[config.mk]
export PLATFORM = sky130hd
export DESIGN_NAME = sfifo_fwft
export DESIGN_NICKNAME = d
export VERILOG_FILES = /design/src/rtl/fifo_pkg.sv /design/src/rtl/sfifo_ram.sv /design/src/rtl/sfifo_fwft.sv
export SDC_FILE = /design/constraint.sdc
export NUM_CORES = 1
export LEC_CHECK = 0
export CORE_ASPECT_RATIO = 0.5
export CORE_MARGIN = 5
export CORE_UTILIZATION = 49
export CTS_BUF_LIST = sky130_fd_sc_hd__clkbuf_4
export DETAILED_ROUTE_END_ITERATION = 8
export GPL_TIMING_DRIVEN = 0
export PLACE_DENSITY = 0.66
export SYNTH_ARGS = -nofsm -noshare
export SYNTH_HDL_FRONTEND = slang
export SYNTH_SLANG_ARGS = --single-unit
[constraint.sdc]
create_clock -name clk_i -period 4.2 [get_ports clk_i]
set_clock_uncertainty 0.1 [all_clocks]
set_input_delay 0.84 -clock clk_i [delete_from_list [all_inputs] [get_ports clk_i]]
set_output_delay 0.84 -clock clk_i [all_outputs]
set_load 0.05 [all_outputs]
[src/rtl/fifo_pkg.sv]
// Shared helpers for the synchronous FIFO family: width/depth derivation and
// elaboration-time parameter legality checks.
package fifo_pkg;

  function automatic int unsigned clog2(input int unsigned n);
    int unsigned w;
    w = 0;
    while ((32'd1 << w) < n) w++;
    return w;
  endfunction

  function automatic int unsigned depth_of(input int unsigned addr_size);
    return 32'd1 << addr_size;
  endfunction

  // AFULL_LVL must lie in 1..DEPTH and AEMPTY_LVL strictly below it.
  function automatic bit lvls_legal(input int unsigned depth, input int unsigned afull_lvl,
                                    input int unsigned aempty_lvl);
    return (afull_lvl >= 1) && (afull_lvl <= depth) && (aempty_lvl < afull_lvl);
  endfunction

endpackage

[src/rtl/sfifo_ram.sv]
// DEPTH x DATA_SIZE storage: synchronous write, asynchronous read.
// Isolated so a vendor RAM macro can be dropped in.
module sfifo_ram #(
  parameter int unsigned DATA_SIZE = 16,
  parameter int unsigned ADDR_SIZE = 4
) (
  input  logic                 clk_i,
  input  logic                 we_i,
  input  logic [ADDR_SIZE-1:0] waddr_i,
  input  logic [DATA_SIZE-1:0] wdata_i,
  input  logic [ADDR_SIZE-1:0] raddr_i,
  output logic [DATA_SIZE-1:0] rdata_o
);

  logic [DATA_SIZE-1:0] mem_q [1 << ADDR_SIZE];

  always_ff @(posedge clk_i) begin
    if (we_i) mem_q[waddr_i] <= wdata_i;
  end

  assign rdata_o = mem_q[raddr_i];

endmodule

[src/rtl/sfifo_fwft.sv]
// Single-clock first-word-fall-through FIFO. The output register is the head
// entry; the RAM holds the remaining count - rvalid words.
module sfifo_fwft
  import fifo_pkg::*;
#(
  parameter int unsigned DATA_SIZE  = 16,
  parameter int unsigned ADDR_SIZE  = 4,
  parameter int unsigned AFULL_LVL  = depth_of(ADDR_SIZE) - 2,
  parameter int unsigned AEMPTY_LVL = 2
) (
  input  logic                 clk_i,
  input  logic                 rst_i,
  input  logic                 flush_i,
  input  logic [DATA_SIZE-1:0] wdata_i,
  input  logic                 wvalid_i,
  output logic                 wready_o,
  output logic [DATA_SIZE-1:0] rdata_o,
  output logic                 rvalid_o,
  input  logic                 rready_i,
  output logic [ADDR_SIZE:0]   count_o,
  output logic                 almost_full_o,
  output logic                 almost_empty_o,
  output logic                 ovf_o
);

  localparam int unsigned DEPTH = depth_of(ADDR_SIZE);
  localparam logic [ADDR_SIZE:0] FullCnt   = (ADDR_SIZE + 1)'(DEPTH);
  localparam logic [ADDR_SIZE:0] AfullCnt  = (ADDR_SIZE + 1)'(AFULL_LVL);
  localparam logic [ADDR_SIZE:0] AemptyCnt = (ADDR_SIZE + 1)'(AEMPTY_LVL);

  if (!lvls_legal(DEPTH, AFULL_LVL, AEMPTY_LVL)) begin : g_bad_lvl
    $error("sfifo_fwft: AFULL_LVL must be 1..DEPTH and AEMPTY_LVL below AFULL_LVL");
  end

  logic [ADDR_SIZE-1:0] wptr_q, wptr_d, rptr_q, rptr_d;
  logic [ADDR_SIZE:0]   count_q, count_d;
  logic [DATA_SIZE-1:0] rdata_q, rdata_d, ram_rdata;
  logic                 rvalid_q, rvalid_d, ovf_q, ovf_d;
  logic                 wready, push, pop, head_load, ram_empty, ram_we;

  assign wready    = (count_q != FullCnt) && !rst_i;
  assign push      = wvalid_i && wready;
  assign pop       = rvalid_q && rready_i;
  assign head_load = !rvalid_q || pop;
  // RAM is empty when everything held sits in the output register.
  assign ram_empty = (count_q == {{ADDR_SIZE{1'b0}}, rvalid_q});

  always_comb begin
    wptr_d   = wptr_q;
    rptr_d   = rptr_q;
    count_d  = count_q;
    rdata_d  = rdata_q;
    rvalid_d = rvalid_q;
    ovf_d    = ovf_q;
    ram_we   = 1'b0;
    if (flush_i) begin
      wptr_d   = '0;
      rptr_d   = '0;
      count_d  = '0;
      rvalid_d = 1'b0;
      ovf_d    = 1'b0;
    end else begin
      if (head_load) begin
        if (!ram_empty) begin
          rdata_d  = ram_rdata;
          rptr_d   = rptr_q + ADDR_SIZE'(1);
          rvalid_d = 1'b1;
        end else if (push) begin
          rdata_d  = wdata_i;
          rvalid_d = 1'b1;
        end else begin
          rvalid_d = 1'b0;
        end
      end
      if (push && !(head_load && ram_empty)) begin
        ram_we = 1'b1;
        wptr_d = wptr_q + ADDR_SIZE'(1);
      end
      if (push && !pop) count_d = count_q + (ADDR_SIZE + 1)'(1);
      else if (pop && !push) count_d = count_q - (ADDR_SIZE + 1)'(1);
      if (wvalid_i && !wready) ovf_d = 1'b1;
    end
  end

  always_ff @(posedge clk_i or posedge rst_i) begin
    if (rst_i) begin
      wptr_q   <= '0;
      rptr_q   <= '0;
      count_q  <= '0;
      rdata_q  <= '0;
      rvalid_q <= 1'b0;
      ovf_q    <= 1'b0;
    end else begin
      wptr_q   <= wptr_d;
      rptr_q   <= rptr_d;
      count_q  <= count_d;
      rdata_q  <= rdata_d;
      rvalid_q <= rvalid_d;
      ovf_q    <= ovf_d;
    end
  end

  sfifo_ram #(
    .DATA_SIZE(DATA_SIZE),
    .ADDR_SIZE(ADDR_SIZE)
  ) u_ram (
    .clk_i  (clk_i),
    .we_i   (ram_we),
    .waddr_i(wptr_q),
    .wdata_i(wdata_i),
    .raddr_i(rptr_q),
    .rdata_o(ram_rdata)
  );

  assign wready_o       = wready;
  assign rdata_o        = rdata_q;
  assign rvalid_o       = rvalid_q;
  assign count_o        = count_q;
  assign almost_full_o  = (count_q >= AfullCnt);
  assign almost_empty_o = (count_q <= AemptyCnt);
  assign ovf_o          = ovf_q;

endmodule
==> results of run 1 <==
per-stage QoR:
| stage | worst slack [ns] | cells |
|---|---|---|
| global route | 0.305 | 1149 |
| floorplan | 0.00832 | 668 |
| detailed placement | -0.228 | 1044 |
| global placement | -1.47 | 1028 |
| CTS | 0.456 | 1148 |
| finish | 0.401 | 1149 |
power groups by stage:
stage          combinational (uW)  sequential (uW)  clock, uW
6_report                     2320             3380       2070
5_1_grt                      2450             3400       2290
4_1_cts                      2310             3380       2120
3_5_place_dp                 2300             3440          0
3_3_place_gp                 2250             3440          0
2_1_floorplan                1190             3740          0
state kept, by name (all words and copies together), names as in the netlist:
signal / cells
u_ram.mem_q: 256
rdata_o: 16
count_o: 5
rptr_q: 4
wptr_q: 4
ovf_o: 1
rvalid_o: 1
layout make-up:
| type | count | area (sq um) | share of cell area |
|---|---|---|---|
| sequential | 287 | 8460 | 0.622 |
| clock buffer | 96 | 721 | 0.0530 |
| inverter | 21 | 78.8 | 0.00580 |
| buffer | 40 | 198 | 0.0145 |
| antenna | 1 | 2.50 | 0.000184 |
| timing repair buffer | 61 | 623 | 0.0458 |
| tap | 315 | 394 | 0.0290 |
| clock inverter | 8 | 37.5 | 0.00276 |
| multi-input combinational | 320 | 3080 | 0.226 |
cell families (layout without fill, tap and decap cells):
kind of cell	Yosys count	after routing
other cells	0	1
mux	103	103
compound gates	111	111
buf+inv	61	226
simple gates	89	89
xor+xnor	7	7
flops	287	287
fa+ha+maj	10	10
per-layer routing:
| metal | part of all wire | wire (um) |
|---|---|---|
| met1 | 0.45 | 12300 |
| met5 | 0 | 0 |
| met2 | 0.46 | 12500 |
| met4 | 0.016 | 427 |
| met3 | 0.071 | 1920 |
how the worst max path moves through the flow:
stage / from / endpoint / slack, ns / depth (start not counted)
floorplan: count_o[0]$_DFFE_PP0P_ / almost_empty_o / 0.008 / 2
global placement: wvalid_i / u_ram.mem_q[15][6]$_DFFE_PP_ / -1.47 / 6
detailed placement: wvalid_i / u_ram.mem_q[15][7]$_DFFE_PP_ / -0.23 / 7
CTS: wvalid_i / u_ram.mem_q[15][1]$_DFFE_PP_ / 0.46 / 7
global route: wvalid_i / u_ram.mem_q[15][1]$_DFFE_PP_ / 0.30 / 7
finish: wvalid_i / u_ram.mem_q[3][5]$_DFFE_PP_ / 0.40 / 7
critical path, stage by stage:
cell	delay, ns
sky130_fd_sc_hd__clkdlybuf4s50_1	0.49
sky130_fd_sc_hd__nor2b_1	0.33
sky130_fd_sc_hd__a21boi_0	0.60
sky130_fd_sc_hd__nand2_1	0.40
sky130_fd_sc_hd__buf_2	0.32
sky130_fd_sc_hd__nor3_2	0.74
sky130_fd_sc_hd__buf_4	0.33
cells in the mapped netlist, types with 2 or more instances:
cell type and count:
sky130_fd_sc_hd__edfxtp_1 256, sky130_fd_sc_hd__mux2i_1 72, sky130_fd_sc_hd__a22oi_1 34, sky130_fd_sc_hd__dfrtp_1 31
sky130_fd_sc_hd__nand2_1 31, sky130_fd_sc_hd__a32oi_1 30, sky130_fd_sc_hd__mux4_2 30, sky130_fd_sc_hd__buf_2 20
sky130_fd_sc_hd__inv_1 20, sky130_fd_sc_hd__nor3_1 18, sky130_fd_sc_hd__a21oi_1 14, sky130_fd_sc_hd__clkbuf_1 11
sky130_fd_sc_hd__a221oi_2 10, sky130_fd_sc_hd__ha_1 9, sky130_fd_sc_hd__nand3_1 8, sky130_fd_sc_hd__nor2_1 7
sky130_fd_sc_hd__nand2b_1 6, sky130_fd_sc_hd__a221oi_1 5, sky130_fd_sc_hd__buf_1 5, sky130_fd_sc_hd__nor2b_1 5
sky130_fd_sc_hd__o21ai_0 4, sky130_fd_sc_hd__xnor2_1 4, sky130_fd_sc_hd__or4_1 3, sky130_fd_sc_hd__a211oi_1 2
sky130_fd_sc_hd__buf_4 2, sky130_fd_sc_hd__buf_6 2, sky130_fd_sc_hd__nand4b_1 2, sky130_fd_sc_hd__nor4_1 2
sky130_fd_sc_hd__xor2_1 2
==> flow_results.xml, run 1 <==
<?xml version="1.0" encoding="UTF-8"?>
<metrics>
  <group name="status">
    <metric name="run_status" unit="">finished clean</metric>
  </group>
  <group name="yosys">
    <metric name="yosys-top-cells-area" unit="">sky130_fd_sc_hd__edfxtp_1 (65%), sky130_fd_sc_hd__dfrtp_1 (6.6%), sky130_fd_sc_hd__mux2i_1 (6.1%), sky130_fd_sc_hd__mux4_2 (5.8%), sky130_fd_sc_hd__a32oi_1 (2.2%)</metric>
    <metric name="seq_area_frac_synth" unit="">0.721</metric>
    <metric name="mean_syn_cell_area" unit="sq um">17.6</metric>
    <metric name="synthesized_nets" unit="">699</metric>
    <metric name="netlist.area_leader.share" unit="">0.655</metric>
    <metric name="yosys.area_share.adder" unit="">0.0113</metric>
    <metric name="post_synth_num_cell_types" unit="">52</metric>
    <metric name="register_bit_count_reported_by_yosys" unit="">287</metric>
    <metric name="synthMuxAreaShare" unit="">0.120</metric>
    <metric name="ys.flop_type" unit="">sky130_fd_sc_hd__edfxtp_1</metric>
    <metric name="synth_cells" unit="">668</metric>
    <metric name="synth_compound_gate_area_share" unit="">0.0799</metric>
    <metric name="synth_xor_xnor_area_share" unit="">0.00586</metric>
    <metric name="yosys.area_share.simple" unit="">0.0385</metric>
    <metric name="share_of_flip_flops_with_an_asynchronous_set_or_reset_after_synthesis" unit="">0.108</metric>
    <metric name="yosysWarnings" unit="">0</metric>
    <metric name="combinational_family_with_the_most_area_after_synthesis" unit="">multiplexers</metric>
    <metric name="syn_area" unit="sq um">11700</metric>
    <metric name="synth.largest_area_cell" unit="">sky130_fd_sc_hd__edfxtp_1</metric>
    <metric name="post_synth_edffs" unit="">256</metric>
  </group>
  <group name="detailed_routing">
    <metric name="drt_pre_antenna_iters" unit="">5</metric>
    <metric name="detail_route.vias_per_cell" unit="">5.86</metric>
    <metric name="antenna_violating_nets_post_route" unit="">0</metric>
    <metric name="detailroute.via_count" unit="">6734</metric>
    <metric name="drc_errors" unit="">0</metric>
    <metric name="route.detailed.wl_per_inst" unit="um">23.6</metric>
    <metric name="drtIter0Drc" unit="">694</metric>
    <metric name="totalWireLength" unit="mm">27.1</metric>
  </group>
  <group name="final_layout">
    <metric name="area_added_between_synthesis_and_finish" unit="%">15.8</metric>
    <metric name="number_of_fill_cells" unit="">1798</metric>
    <metric name="drive_gt1_frac" unit="">0.245</metric>
    <metric name="mostFrequentLayoutCells" unit="">sky130_fd_sc_hd__edfxtp_1 (256), sky130_fd_sc_hd__clkbuf_4 (96), sky130_fd_sc_hd__mux2i_1 (72)</metric>
    <metric name="fin_nets" unit="">830</metric>
    <metric name="layout_commonest_cell" unit="">sky130_fd_sc_hd__edfxtp_1</metric>
    <metric name="fin_util" unit="">0.572</metric>
    <metric name="finalInstanceArea" unit="sq um">13600</metric>
  </group>
  <group name="power_and_ir_drop">
    <metric name="power.combinational.fraction" unit="">0.298</metric>
    <metric name="clock_power_share" unit="">0.267</metric>
    <metric name="total_switching_power" unit="uW">2690</metric>
    <metric name="seqPwrFrac" unit="">0.435</metric>
    <metric name="power_switching_share" unit="">0.346</metric>
    <metric name="leakagePower" unit="uW">0.00440</metric>
    <metric name="internal-power" unit="uW">5080</metric>
    <metric name="report.power.total" unit="uW">7770</metric>
    <metric name="worst_supply_voltage_drop_on_vdd" unit="V">0.000237</metric>
    <metric name="p_per_area" unit="nW/um^2">571</metric>
  </group>
  <group name="global_routing">
    <metric name="groute.layer.met3.usage" unit="">0.0460</metric>
    <metric name="global_route.overflow_total" unit="">0</metric>
    <metric name="global_route_usage_over_all_layers" unit="">0.202</metric>
    <metric name="top_usage_layer" unit="">met2</metric>
    <metric name="vias_in_the_first_global_route" unit="">6964</metric>
    <metric name="antenna_found_initial" unit="">1</metric>
    <metric name="grt_start_max_net_pins" unit="">32</metric>
    <metric name="grtUsageMet2" unit="">0.306</metric>
    <metric name="grt_first_pass_wirelength" unit="mm">41.5</metric>
    <metric name="use_met1" unit="">0.296</metric>
  </group>
  <group name="floorplanning">
    <metric name="effective_utilization_at_floorplan" unit="">0.494</metric>
    <metric name="rows" unit="">40</metric>
    <metric name="die_height" unit="um">119</metric>
    <metric name="design.die.area" unit="sq um">27300</metric>
    <metric name="floorplan.core_area" unit="sq um">23800</metric>
    <metric name="die_x" unit="um">229</metric>
    <metric name="floorplan.io_pins" unit="">47</metric>
  </group>
  <group name="clocking">
    <metric name="clkSlewWorstSetupHoldPaths" unit="ns">0.07</metric>
    <metric name="cts-root-buf" unit="">sky130_fd_sc_hd__clkbuf_4</metric>
    <metric name="postcts_setup_bufs" unit="">0</metric>
    <metric name="ctsHtreeMaxLevel" unit="">3</metric>
    <metric name="cts-buffers-inserted" unit="">68</metric>
    <metric name="clk_latency" unit="ns">0.68</metric>
    <metric name="cts_buffer_depth" unit="">3</metric>
    <metric name="cts-resized-gates" unit="">0</metric>
    <metric name="cts_tree" unit="">done</metric>
    <metric name="cts_hold_repair.buffers" unit="">0</metric>
    <metric name="cts.sinks" unit="">287</metric>
  </group>
  <group name="sta">
    <metric name="period_minus_slack" unit="ns">3.80</metric>
    <metric name="rsz_0062_raised_after_global_routing" unit="">no</metric>
    <metric name="final.setup.tns" unit="ns">0</metric>
    <metric name="drv_slew" unit="">0</metric>
    <metric name="setup_viol" unit="">0</metric>
    <metric name="final_hold_viol_count" unit="">0</metric>
    <metric name="hold_ws" unit="ns">0.403</metric>
    <metric name="max_slew.worst_pin.slew" unit="ns">0.999</metric>
    <metric name="min_period_over_period" unit="">0.905</metric>
    <metric name="max_freq" unit="GHz">0.263</metric>
    <metric name="relSlewSlack" unit="">0.330</metric>
  </group>
  <group name="min_path">
    <metric name="hold_start" unit="">ovf_o$_DFFE_PP0P_</metric>
    <metric name="hp-class" unit="">flip-flop to flip-flop</metric>
    <metric name="hold_end" unit="">ovf_o$_DFFE_PP0P_</metric>
    <metric name="hold_path_depth" unit="">1</metric>
  </group>
  <group name="setup_path">
    <metric name="reg2reg_capture_point" unit="">u_ram.mem_q[3][5]$_DFFE_PP_</metric>
    <metric name="critPathArrivalTime" unit="ns">4.05</metric>
    <metric name="reg2reg_depth" unit="">6</metric>
    <metric name="critical_path_peak_fanout" unit="">10</metric>
    <metric name="reg2reg_setup_slack" unit="ns">0.79</metric>
    <metric name="worstPathRequired" unit="ns">4.45</metric>
    <metric name="crit-reg2reg-launch" unit="">count_o[1]$_DFFE_PP0P_</metric>
    <metric name="worst-setup-path-type" unit="">primary input to flip-flop</metric>
    <metric name="crit_path_end_kind" unit="">flip-flop</metric>
    <metric name="start_kind" unit="">primary input</metric>
  </group>
  <group name="flow_run">
    <metric name="maxCapViolations" unit="">0</metric>
  </group>
  <group name="placed_design">
    <metric name="placed_area" unit="sq um">12800</metric>
    <metric name="port_buffers" unit="">45</metric>
    <metric name="detailedPlacementHpwl" unit="mm">17.8</metric>
    <metric name="gp_congestion" unit="">0.843</metric>
  </group>
</metrics>
Power figures use the tool's default switching activity.
==> run 2: changes to the inputs <==
--- a/config.mk
+++ b/config.mk
@@ -5,6 +5,7 @@
 export SDC_FILE = /design/constraint.sdc
 export NUM_CORES = 1
 export LEC_CHECK = 0
+export ABC_AREA = 1
 export CORE_ASPECT_RATIO = 0.5
 export CORE_MARGIN = 5
 export CORE_UTILIZATION = 49
==> flow_results.xml, run 2 <==
<?xml version="1.0" encoding="UTF-8"?>
<metrics>
  <group name="status">
    <metric name="run_status" unit="">finished clean</metric>
  </group>
  <group name="yosys">
    <metric name="yosys.area_share.adder" unit="">0.0111</metric>
    <metric name="yosysWarnings" unit="">0</metric>
    <metric name="ys.flop_type" unit="">sky130_fd_sc_hd__edfxtp_1</metric>
    <metric name="synth_compound_gate_area_share" unit="">0.0574</metric>
    <metric name="syn_area" unit="sq um">12000</metric>
    <metric name="netlist.area_leader.share" unit="">0.641</metric>
    <metric name="seq_area_frac_synth" unit="">0.705</metric>
    <metric name="synth_xor_xnor_area_share" unit="">0.000730</metric>
    <metric name="post_synth_edffs" unit="">256</metric>
    <metric name="combinational_family_with_the_most_area_after_synthesis" unit="">simple AND/OR/NAND/NOR gates</metric>
    <metric name="yosys.area_share.simple" unit="">0.193</metric>
    <metric name="register_bit_count_reported_by_yosys" unit="">287</metric>
    <metric name="synth_cells" unit="">1080</metric>
    <metric name="post_synth_most_frequent_cells" unit="">sky130_fd_sc_hd__nor2_1 (274), sky130_fd_sc_hd__edfxtp_1 (256), sky130_fd_sc_hd__nand2_1 (140)</metric>
    <metric name="synth_most_common_cell" unit="">sky130_fd_sc_hd__nor2_1</metric>
    <metric name="post_synth_num_cell_types" unit="">28</metric>
    <metric name="mean_syn_cell_area" unit="sq um">11.1</metric>
    <metric name="share_of_flip_flops_with_an_asynchronous_set_or_reset_after_synthesis" unit="">0.108</metric>
    <metric name="synthMuxAreaShare" unit="">0</metric>
    <metric name="synthesized_nets" unit="">1111</metric>
    <metric name="yosys-top-cells-area" unit="">sky130_fd_sc_hd__edfxtp_1 (64%), sky130_fd_sc_hd__nor2_1 (8.6%), sky130_fd_sc_hd__dfrtp_1 (6.5%), sky130_fd_sc_hd__nand3_1 (5.1%), sky130_fd_sc_hd__nand2_1 (4.4%)</metric>
    <metric name="synth.largest_area_cell" unit="">sky130_fd_sc_hd__edfxtp_1</metric>
  </group>
  <group name="placed_design">
    <metric name="gp_congestion" unit="">0.939</metric>
    <metric name="dpl.cell_count" unit="">1455</metric>
    <metric name="placed_area" unit="sq um">13100</metric>
    <metric name="port_buffers" unit="">45</metric>
    <metric name="detailedPlacementHpwl" unit="mm">22.6</metric>
  </group>
  <group name="final_layout">
    <metric name="multi_input_area" unit="sq um">3220</metric>
    <metric name="largest_reg_flops" unit="">256</metric>
    <metric name="sequential_standard_cell_area" unit="sq um">8460</metric>
    <metric name="number_of_fill_cells" unit="">2024</metric>
    <metric name="finalInstanceArea" unit="sq um">14000</metric>
    <metric name="fin_nets" unit="">1240</metric>
    <metric name="finalNonFillerCells" unit="">1578</metric>
    <metric name="largest_register_by_flop_count" unit="">u_ram.mem_q</metric>
    <metric name="area_added_between_synthesis_and_finish" unit="%">16.7</metric>
    <metric name="mostFrequentLayoutCells" unit="">sky130_fd_sc_hd__nor2_1 (271), sky130_fd_sc_hd__edfxtp_1 (256), sky130_fd_sc_hd__nand2_1 (140)</metric>
    <metric name="layout_commonest_cell" unit="">sky130_fd_sc_hd__nor2_1</metric>
    <metric name="drive_gt1_frac" unit="">0.151</metric>
  </group>
  <group name="flow_run">
    <metric name="maxCapViolations" unit="">0</metric>
  </group>
  <group name="floorplanning">
    <metric name="die_x" unit="um">231</metric>
    <metric name="design.die.area" unit="sq um">27900</metric>
    <metric name="floorplan.core_area" unit="sq um">24000</metric>
    <metric name="die_height" unit="um">121</metric>
    <metric name="effective_utilization_at_floorplan" unit="">0.499</metric>
    <metric name="floorplan.io_pins" unit="">47</metric>
    <metric name="rows" unit="">40</metric>
  </group>
  <group name="sta">
    <metric name="rsz_0062_raised_after_global_routing" unit="">no</metric>
    <metric name="setup_viol" unit="">0</metric>
    <metric name="final.setup.tns" unit="ns">0</metric>
    <metric name="drv_slew" unit="">0</metric>
    <metric name="min_period_over_period" unit="">0.910</metric>
    <metric name="hold_ws" unit="ns">0.381</metric>
    <metric name="relSlewSlack" unit="">0.332</metric>
    <metric name="max_freq" unit="GHz">0.262</metric>
    <metric name="max_slew.worst_pin.slew" unit="ns">0.998</metric>
    <metric name="final_hold_viol_count" unit="">0</metric>
    <metric name="period_minus_slack" unit="ns">3.82</metric>
  </group>
  <group name="setup_path">
    <metric name="critPathArrivalTime" unit="ns">2.88</metric>
    <metric name="crit_path_end_kind" unit="">output port</metric>
    <metric name="worstPathRequired" unit="ns">3.26</metric>
    <metric name="critical_path.cell_chain" unit="">clkdlybuf4s50_1, inv_2, nand2_1, inv_1, clkdlybuf4s50_1</metric>
    <metric name="worst_path_dominant_cell_family" unit="">buffers and inverters</metric>
    <metric name="worst-setup-path-type" unit="">primary input to output port</metric>
    <metric name="start_kind" unit="">primary input</metric>
    <metric name="critical_path_peak_fanout" unit="">34</metric>
    <metric name="crit_path_frequent_cell" unit="">sky130_fd_sc_hd__clkdlybuf4s50_1</metric>
    <metric name="cp_slowest_stage_delay" unit="ns">0.80</metric>
    <metric name="timing.critical_path.buf_inv" unit="">4</metric>
    <metric name="critPathSlowestCell" unit="">sky130_fd_sc_hd__clkdlybuf4s50_1</metric>
  </group>
  <group name="clocking">
    <metric name="cts.sinks" unit="">287</metric>
    <metric name="clkSlewWorstSetupHoldPaths" unit="ns">0.06</metric>
    <metric name="postcts_setup_bufs" unit="">0</metric>
    <metric name="clk_latency" unit="ns">0.71</metric>
    <metric name="cts_tree" unit="">done</metric>
    <metric name="cts-root-buf" unit="">sky130_fd_sc_hd__clkbuf_4</metric>
    <metric name="cts-buffers-inserted" unit="">67</metric>
    <metric name="cts_buffer_depth" unit="">3</metric>
    <metric name="ctsHtreeMaxLevel" unit="">3</metric>
    <metric name="cts_hold_repair.buffers" unit="">0</metric>
    <metric name="cts-resized-gates" unit="">0</metric>
  </group>
  <group name="detailed_routing">
    <metric name="detailroute.via_count" unit="">8821</metric>
    <metric name="route.detailed.wl_per_inst" unit="um">21.1</metric>
    <metric name="drc_errors" unit="">0</metric>
    <metric name="drtIter0Drc" unit="">920</metric>
    <metric name="totalWireLength" unit="mm">33.2</metric>
    <metric name="drt_pre_antenna_iters" unit="">5</metric>
    <metric name="antenna_violating_nets_post_route" unit="">0</metric>
    <metric name="detail_route.vias_per_cell" unit="">5.59</metric>
  </group>
  <group name="power_and_ir_drop">
    <metric name="leakagePower" unit="uW">0.00517</metric>
    <metric name="worst_supply_voltage_drop_on_vdd" unit="V">0.000513</metric>
    <metric name="p_per_area" unit="nW/um^2">638</metric>
  </group>
  <group name="global_routing">
    <metric name="global_route_usage_over_all_layers" unit="">0.241</metric>
    <metric name="vias_in_the_first_global_route" unit="">8612</metric>
    <metric name="antenna_found_initial" unit="">2</metric>
    <metric name="grt_start_max_net_pins" unit="">35</metric>
    <metric name="grt_first_pass_wirelength" unit="mm">49.6</metric>
    <metric name="global_route.overflow_total" unit="">0</metric>
  </group>
  <group name="min_path">
    <metric name="hp-class" unit="">flip-flop to flip-flop</metric>
  </group>
</metrics>
==> run 2: cell types whose count changed in the layout (fill, tap and decap cells not counted), moves of 10 or more <==
cell	previous run	this run
sky130_fd_sc_hd__a22oi_1	34	0
sky130_fd_sc_hd__mux2i_1	72	0
sky130_fd_sc_hd__inv_2	2	12
sky130_fd_sc_hd__nand2_1	31	140
sky130_fd_sc_hd__mux4_2	30	0
sky130_fd_sc_hd__nand3_1	8	123
sky130_fd_sc_hd__o21ai_1	0	101
sky130_fd_sc_hd__o21ai_0	4	24
sky130_fd_sc_hd__a32oi_1	30	0
sky130_fd_sc_hd__a221oi_2	10	0
sky130_fd_sc_hd__nor2_1	7	271
sky130_fd_sc_hd__clkbuf_4	96	106
==> run 2: power breakdown <==
group	internal [uW]	leakage, uW	switching [uW]	total [uW]
logic	954	0.00192	2230	3190
registers	3260	0.00270	108	3360
clock network	1270	0.000546	1100	2370
total	5480	0.00517	3450	8930
==> run 2: through the flow <==
| step | total power [uW] | utilization | worst slack (ns) |
|---|---|---|---|
| 2_1_floorplan | 5510 | - | 0.321 |
| 6_report | 8930 | 0.583 | 0.377 |
| 4_1_cts | 8920 | 0.583 | 0.309 |
| 5_1_grt | 9400 | 0.583 | 0.227 |
| 3_5_place_dp | 6560 | 0.545 | -0.272 |
| 3_3_place_gp | 6500 | 0.535 | -1.60 |
==> run 2: path summary, 6_finish.rpt <==
kind / start / to / slack, ns / cells after the start
min in group asynchronous: rst_i / rdata_o[1]$_DFFE_PP0P_ / 0.52 / 2
max reg2reg: rvalid_o$_DFFE_PP0P_ / u_ram.mem_q[4][11]$_DFFE_PP_ / 1.22 / 9
max: rst_i / wready_o / 0.38 / 5
max in group asynchronous: rst_i / rdata_o[9]$_DFFE_PP0P_ / 2.94 / 2
min: rdata_o[2]$_DFFE_PP0P_ / rdata_o[2]$_DFFE_PP0P_ / 0.38 / 2
min reg2reg: rdata_o[2]$_DFFE_PP0P_ / rdata_o[2]$_DFFE_PP0P_ / 0.38 / 2
==> run 2: worst register-to-register path: cells and delay by family, from the launching register on <==
kind                   cells  cell delay [ns]
buffers and inverters      3             0.41
and+or+nand+nor            6             1.79
DFF                        1             0.43
==> run 2: area by class of cell <==
class                           instances  area share
Buffer                                 59      0.0199
Antenna cell                            1    0.000179
Clock inverter                         16     0.00804
Multi-Input combinational cell        705       0.230
Inverter                               29     0.00778
Tap cell                              315      0.0282
Sequential cell                       287       0.605
Clock buffer                          106      0.0568
Timing Repair Buffer                   60      0.0448
==> run 2: cells by family after synthesis <==
kind of cell    count (synthesis)
compound gates                134
flops                         287
xor+xnor                        1
buf+inv                        88
fa+ha+maj                      10
simple gates                  560
==> run 2: routing by layer <==
metal | wire length (um) | global-route usage
met3 | 3540 | 0.0744
met2 | 15000 | 0.370
met1 | 13900 | 0.329
met5 | 0 | 0
met4 | 788 | 0.0809
==> run 3: changes to the inputs <==
--- a/config.mk
+++ b/config.mk
@@ -6,13 +6,15 @@
 export NUM_CORES = 1
 export LEC_CHECK = 0
 export ABC_AREA = 1
+export CELL_PAD_IN_SITES_DETAIL_PLACEMENT = 1
+export CELL_PAD_IN_SITES_GLOBAL_PLACEMENT = 1
 export CORE_ASPECT_RATIO = 0.5
 export CORE_MARGIN = 5
 export CORE_UTILIZATION = 49
 export CTS_BUF_LIST = sky130_fd_sc_hd__clkbuf_4
 export DETAILED_ROUTE_END_ITERATION = 8
 export GPL_TIMING_DRIVEN = 0
-export PLACE_DENSITY = 0.66
+export PLACE_DENSITY = 0.79
 export SYNTH_ARGS = -nofsm -noshare
 export SYNTH_HDL_FRONTEND = slang
 export SYNTH_SLANG_ARGS = --single-unit
==> flow_results.xml, run 3 (synthesized netlist as in run 2, its figures left out) <==
<?xml version="1.0" encoding="UTF-8"?>
<metrics>
  <group name="status">
    <metric name="run_status" unit="">finished clean</metric>
  </group>
  <group name="detailed_routing">
    <metric name="drc_errors" unit="">0</metric>
    <metric name="detailroute.via_count" unit="">9141</metric>
    <metric name="drt_pre_antenna_iters" unit="">5</metric>
    <metric name="antenna_violating_nets_post_route" unit="">0</metric>
    <metric name="route.detailed.wl_per_inst" unit="um">24.4</metric>
    <metric name="detail_route.vias_per_cell" unit="">5.81</metric>
    <metric name="totalWireLength" unit="mm">38.4</metric>
    <metric name="drtIter0Drc" unit="">844</metric>
  </group>
  <group name="clocking">
    <metric name="clkSlewWorstSetupHoldPaths" unit="ns">0.06</metric>
    <metric name="cts_hold_repair.buffers" unit="">0</metric>
    <metric name="cts_buffer_depth" unit="">3</metric>
    <metric name="clk_latency" unit="ns">0.69</metric>
    <metric name="cts-buffers-inserted" unit="">66</metric>
    <metric name="cts-resized-gates" unit="">0</metric>
    <metric name="cts-root-buf" unit="">sky130_fd_sc_hd__clkbuf_4</metric>
    <metric name="postcts_setup_bufs" unit="">0</metric>
    <metric name="ctsHtreeMaxLevel" unit="">3</metric>
    <metric name="cts.sinks" unit="">287</metric>
    <metric name="cts_tree" unit="">done</metric>
  </group>
  <group name="floorplanning">
    <metric name="floorplan.core_area" unit="sq um">24000</metric>
    <metric name="floorplan.io_pins" unit="">47</metric>
    <metric name="rows" unit="">40</metric>
    <metric name="effective_utilization_at_floorplan" unit="">0.499</metric>
    <metric name="design.die.area" unit="sq um">27900</metric>
    <metric name="die_height" unit="um">121</metric>
    <metric name="die_x" unit="um">231</metric>
  </group>
  <group name="sta">
    <metric name="drv_slew" unit="">0</metric>
    <metric name="final_hold_viol_count" unit="">0</metric>
    <metric name="setup_viol" unit="">0</metric>
    <metric name="final.setup.tns" unit="ns">0</metric>
    <metric name="rsz_0062_raised_after_global_routing" unit="">no</metric>
    <metric name="max_slew.worst_pin.slew" unit="ns">0.982</metric>
    <metric name="period_minus_slack" unit="ns">3.86</metric>
    <metric name="max_freq" unit="GHz">0.259</metric>
    <metric name="relSlewSlack" unit="">0.343</metric>
    <metric name="min_period_over_period" unit="">0.919</metric>
  </group>
  <group name="power_and_ir_drop">
    <metric name="p_per_area" unit="nW/um^2">641</metric>
    <metric name="power_switching_share" unit="">0.401</metric>
    <metric name="clock_power_share" unit="">0.254</metric>
    <metric name="worst_supply_voltage_drop_on_vdd" unit="V">0.000554</metric>
    <metric name="leakagePower" unit="uW">0.00514</metric>
    <metric name="total_switching_power" unit="uW">3580</metric>
    <metric name="internal-power" unit="uW">5350</metric>
    <metric name="power.combinational.fraction" unit="">0.369</metric>
    <metric name="seqPwrFrac" unit="">0.377</metric>
  </group>
  <group name="flow_run">
    <metric name="maxCapViolations" unit="">0</metric>
  </group>
  <group name="global_routing">
    <metric name="global_route.overflow_total" unit="">0</metric>
    <metric name="grt_first_pass_wirelength" unit="mm">57.3</metric>
    <metric name="antenna_found_initial" unit="">0</metric>
    <metric name="grt_start_max_net_pins" unit="">22</metric>
    <metric name="global_route_usage_over_all_layers" unit="">0.279</metric>
    <metric name="vias_in_the_first_global_route" unit="">9558</metric>
  </group>
  <group name="final_layout">
    <metric name="mostFrequentLayoutCells" unit="">sky130_fd_sc_hd__nor2_1 (271), sky130_fd_sc_hd__edfxtp_1 (256), sky130_fd_sc_hd__nand2_1 (140)</metric>
    <metric name="drive_gt1_frac" unit="">0.149</metric>
    <metric name="largest_reg_flops" unit="">256</metric>
    <metric name="finalNonFillerCells" unit="">1573</metric>
    <metric name="area_added_between_synthesis_and_finish" unit="%">16.2</metric>
    <metric name="layout_commonest_cell" unit="">sky130_fd_sc_hd__nor2_1</metric>
    <metric name="num_antenna_cells" unit="">0</metric>
    <metric name="largest_register_by_flop_count" unit="">u_ram.mem_q</metric>
    <metric name="fin_nets" unit="">1240</metric>
  </group>
  <group name="setup_path">
    <metric name="crit_path_end_kind" unit="">output port</metric>
    <metric name="critPathArrivalTime" unit="ns">2.92</metric>
    <metric name="reg2reg_setup_slack" unit="ns">1.30</metric>
    <metric name="start_kind" unit="">primary input</metric>
    <metric name="worstPathRequired" unit="ns">3.26</metric>
    <metric name="critical_path_peak_fanout" unit="">21</metric>
    <metric name="worst-setup-path-type" unit="">primary input to output port</metric>
  </group>
  <group name="placed_design">
    <metric name="dpl.cell_count" unit="">1456</metric>
    <metric name="detailedPlacementHpwl" unit="mm">26.7</metric>
    <metric name="port_buffers" unit="">45</metric>
    <metric name="gp_congestion" unit="">0.898</metric>
  </group>
  <group name="min_path">
    <metric name="hp-class" unit="">flip-flop to flip-flop</metric>
  </group>
</metrics>
## run 3: cell count changes in the layout (fill, tap and decap cells not counted)
cell                        before  now
sky130_fd_sc_hd__clkinv_1       13   11
sky130_fd_sc_hd__buf_8           2    3
sky130_fd_sc_hd__buf_16          0    1
sky130_fd_sc_hd__buf_4           0    3
sky130_fd_sc_hd__diode_2         1    0
sky130_fd_sc_hd__inv_1          18   19
sky130_fd_sc_hd__bufinv_16       2    0
sky130_fd_sc_hd__buf_6          16   12
sky130_fd_sc_hd__inv_2          12   10
## run 3: path summary, 6_finish.rpt
check | startpoint | to | cells after the start
worst max register to register | rvalid_o$_DFFE_PP0P_ | u_ram.mem_q[12][4]$_DFFE_PP_ | 8
min in group asynchronous | rst_i | rdata_o[12]$_DFFE_PP0P_ | 2
worst min register to register | rdata_o[15]$_DFFE_PP0P_ | rdata_o[15]$_DFFE_PP0P_ | 2
max in group asynchronous | rst_i | rdata_o[6]$_DFFE_PP0P_ | 3
worst min-delay path | rdata_o[15]$_DFFE_PP0P_ | rdata_o[15]$_DFFE_PP0P_ | 2
worst max-delay path | rst_i | wready_o | 6
## run 3: worst max-delay path: stages
cell,delay [ns]
sky130_fd_sc_hd__clkdlybuf4s50_1,0.39
sky130_fd_sc_hd__inv_1,0.49
sky130_fd_sc_hd__buf_16,0.25
sky130_fd_sc_hd__nand2_1,0.09
sky130_fd_sc_hd__inv_1,0.05
sky130_fd_sc_hd__clkdlybuf4s50_1,0.79
## run 3: power by group through the flow
| stage | Clock [uW] | Combinational [uW] | Sequential, uW |
|---|---|---|---|
| after floorplan | 0 | 1750 | 3760 |
| after global placement | 0 | 3120 | 3420 |
| after detailed placement | 0 | 3260 | 3430 |
| after CTS | 2290 | 3290 | 3370 |
| after global routing | 2470 | 3570 | 3390 |
| final | 2270 | 3300 | 3370 |
## run 3: area by class of cell
type | instances | area (sq um)
fill | 2566 | 10100
clock buffer | 106 | 796
inverter | 29 | 109
clock inverter | 11 | 41.3
timing repair buffer | 61 | 647
buffer | 59 | 279
multi-input combinational | 705 | 3220
sequential | 287 | 8460
tap | 315 | 394
## run 3: layer usage
layer  track usage  share of wire  vias to the layer above
li1              -              -                     4035
met1         0.360           0.41                     4626
met2         0.455           0.47                      394
met3        0.0847          0.087                       86
met4        0.0901          0.027                        0
met5             0              0                        -
## run 3: per-stage QoR
| stage | instance area, sq um | setup WS, ns | total power [uW] | hold WS (ns) | utilization |
|---|---|---|---|---|---|
| floorplan | 12000 | 0.321 | 5510 | 0.482 | - |
| global placement | 12800 | -1.65 | 6540 | 0.363 | 0.535 |
| detailed placement | 13100 | -0.457 | 6690 | 0.382 | 0.546 |
| CTS | 13900 | 0.270 | 8950 | 0.397 | 0.580 |
| global route | 13900 | 0.168 | 9430 | 0.414 | 0.580 |
| finish | 13900 | 0.342 | 8940 | 0.393 | 0.580 |
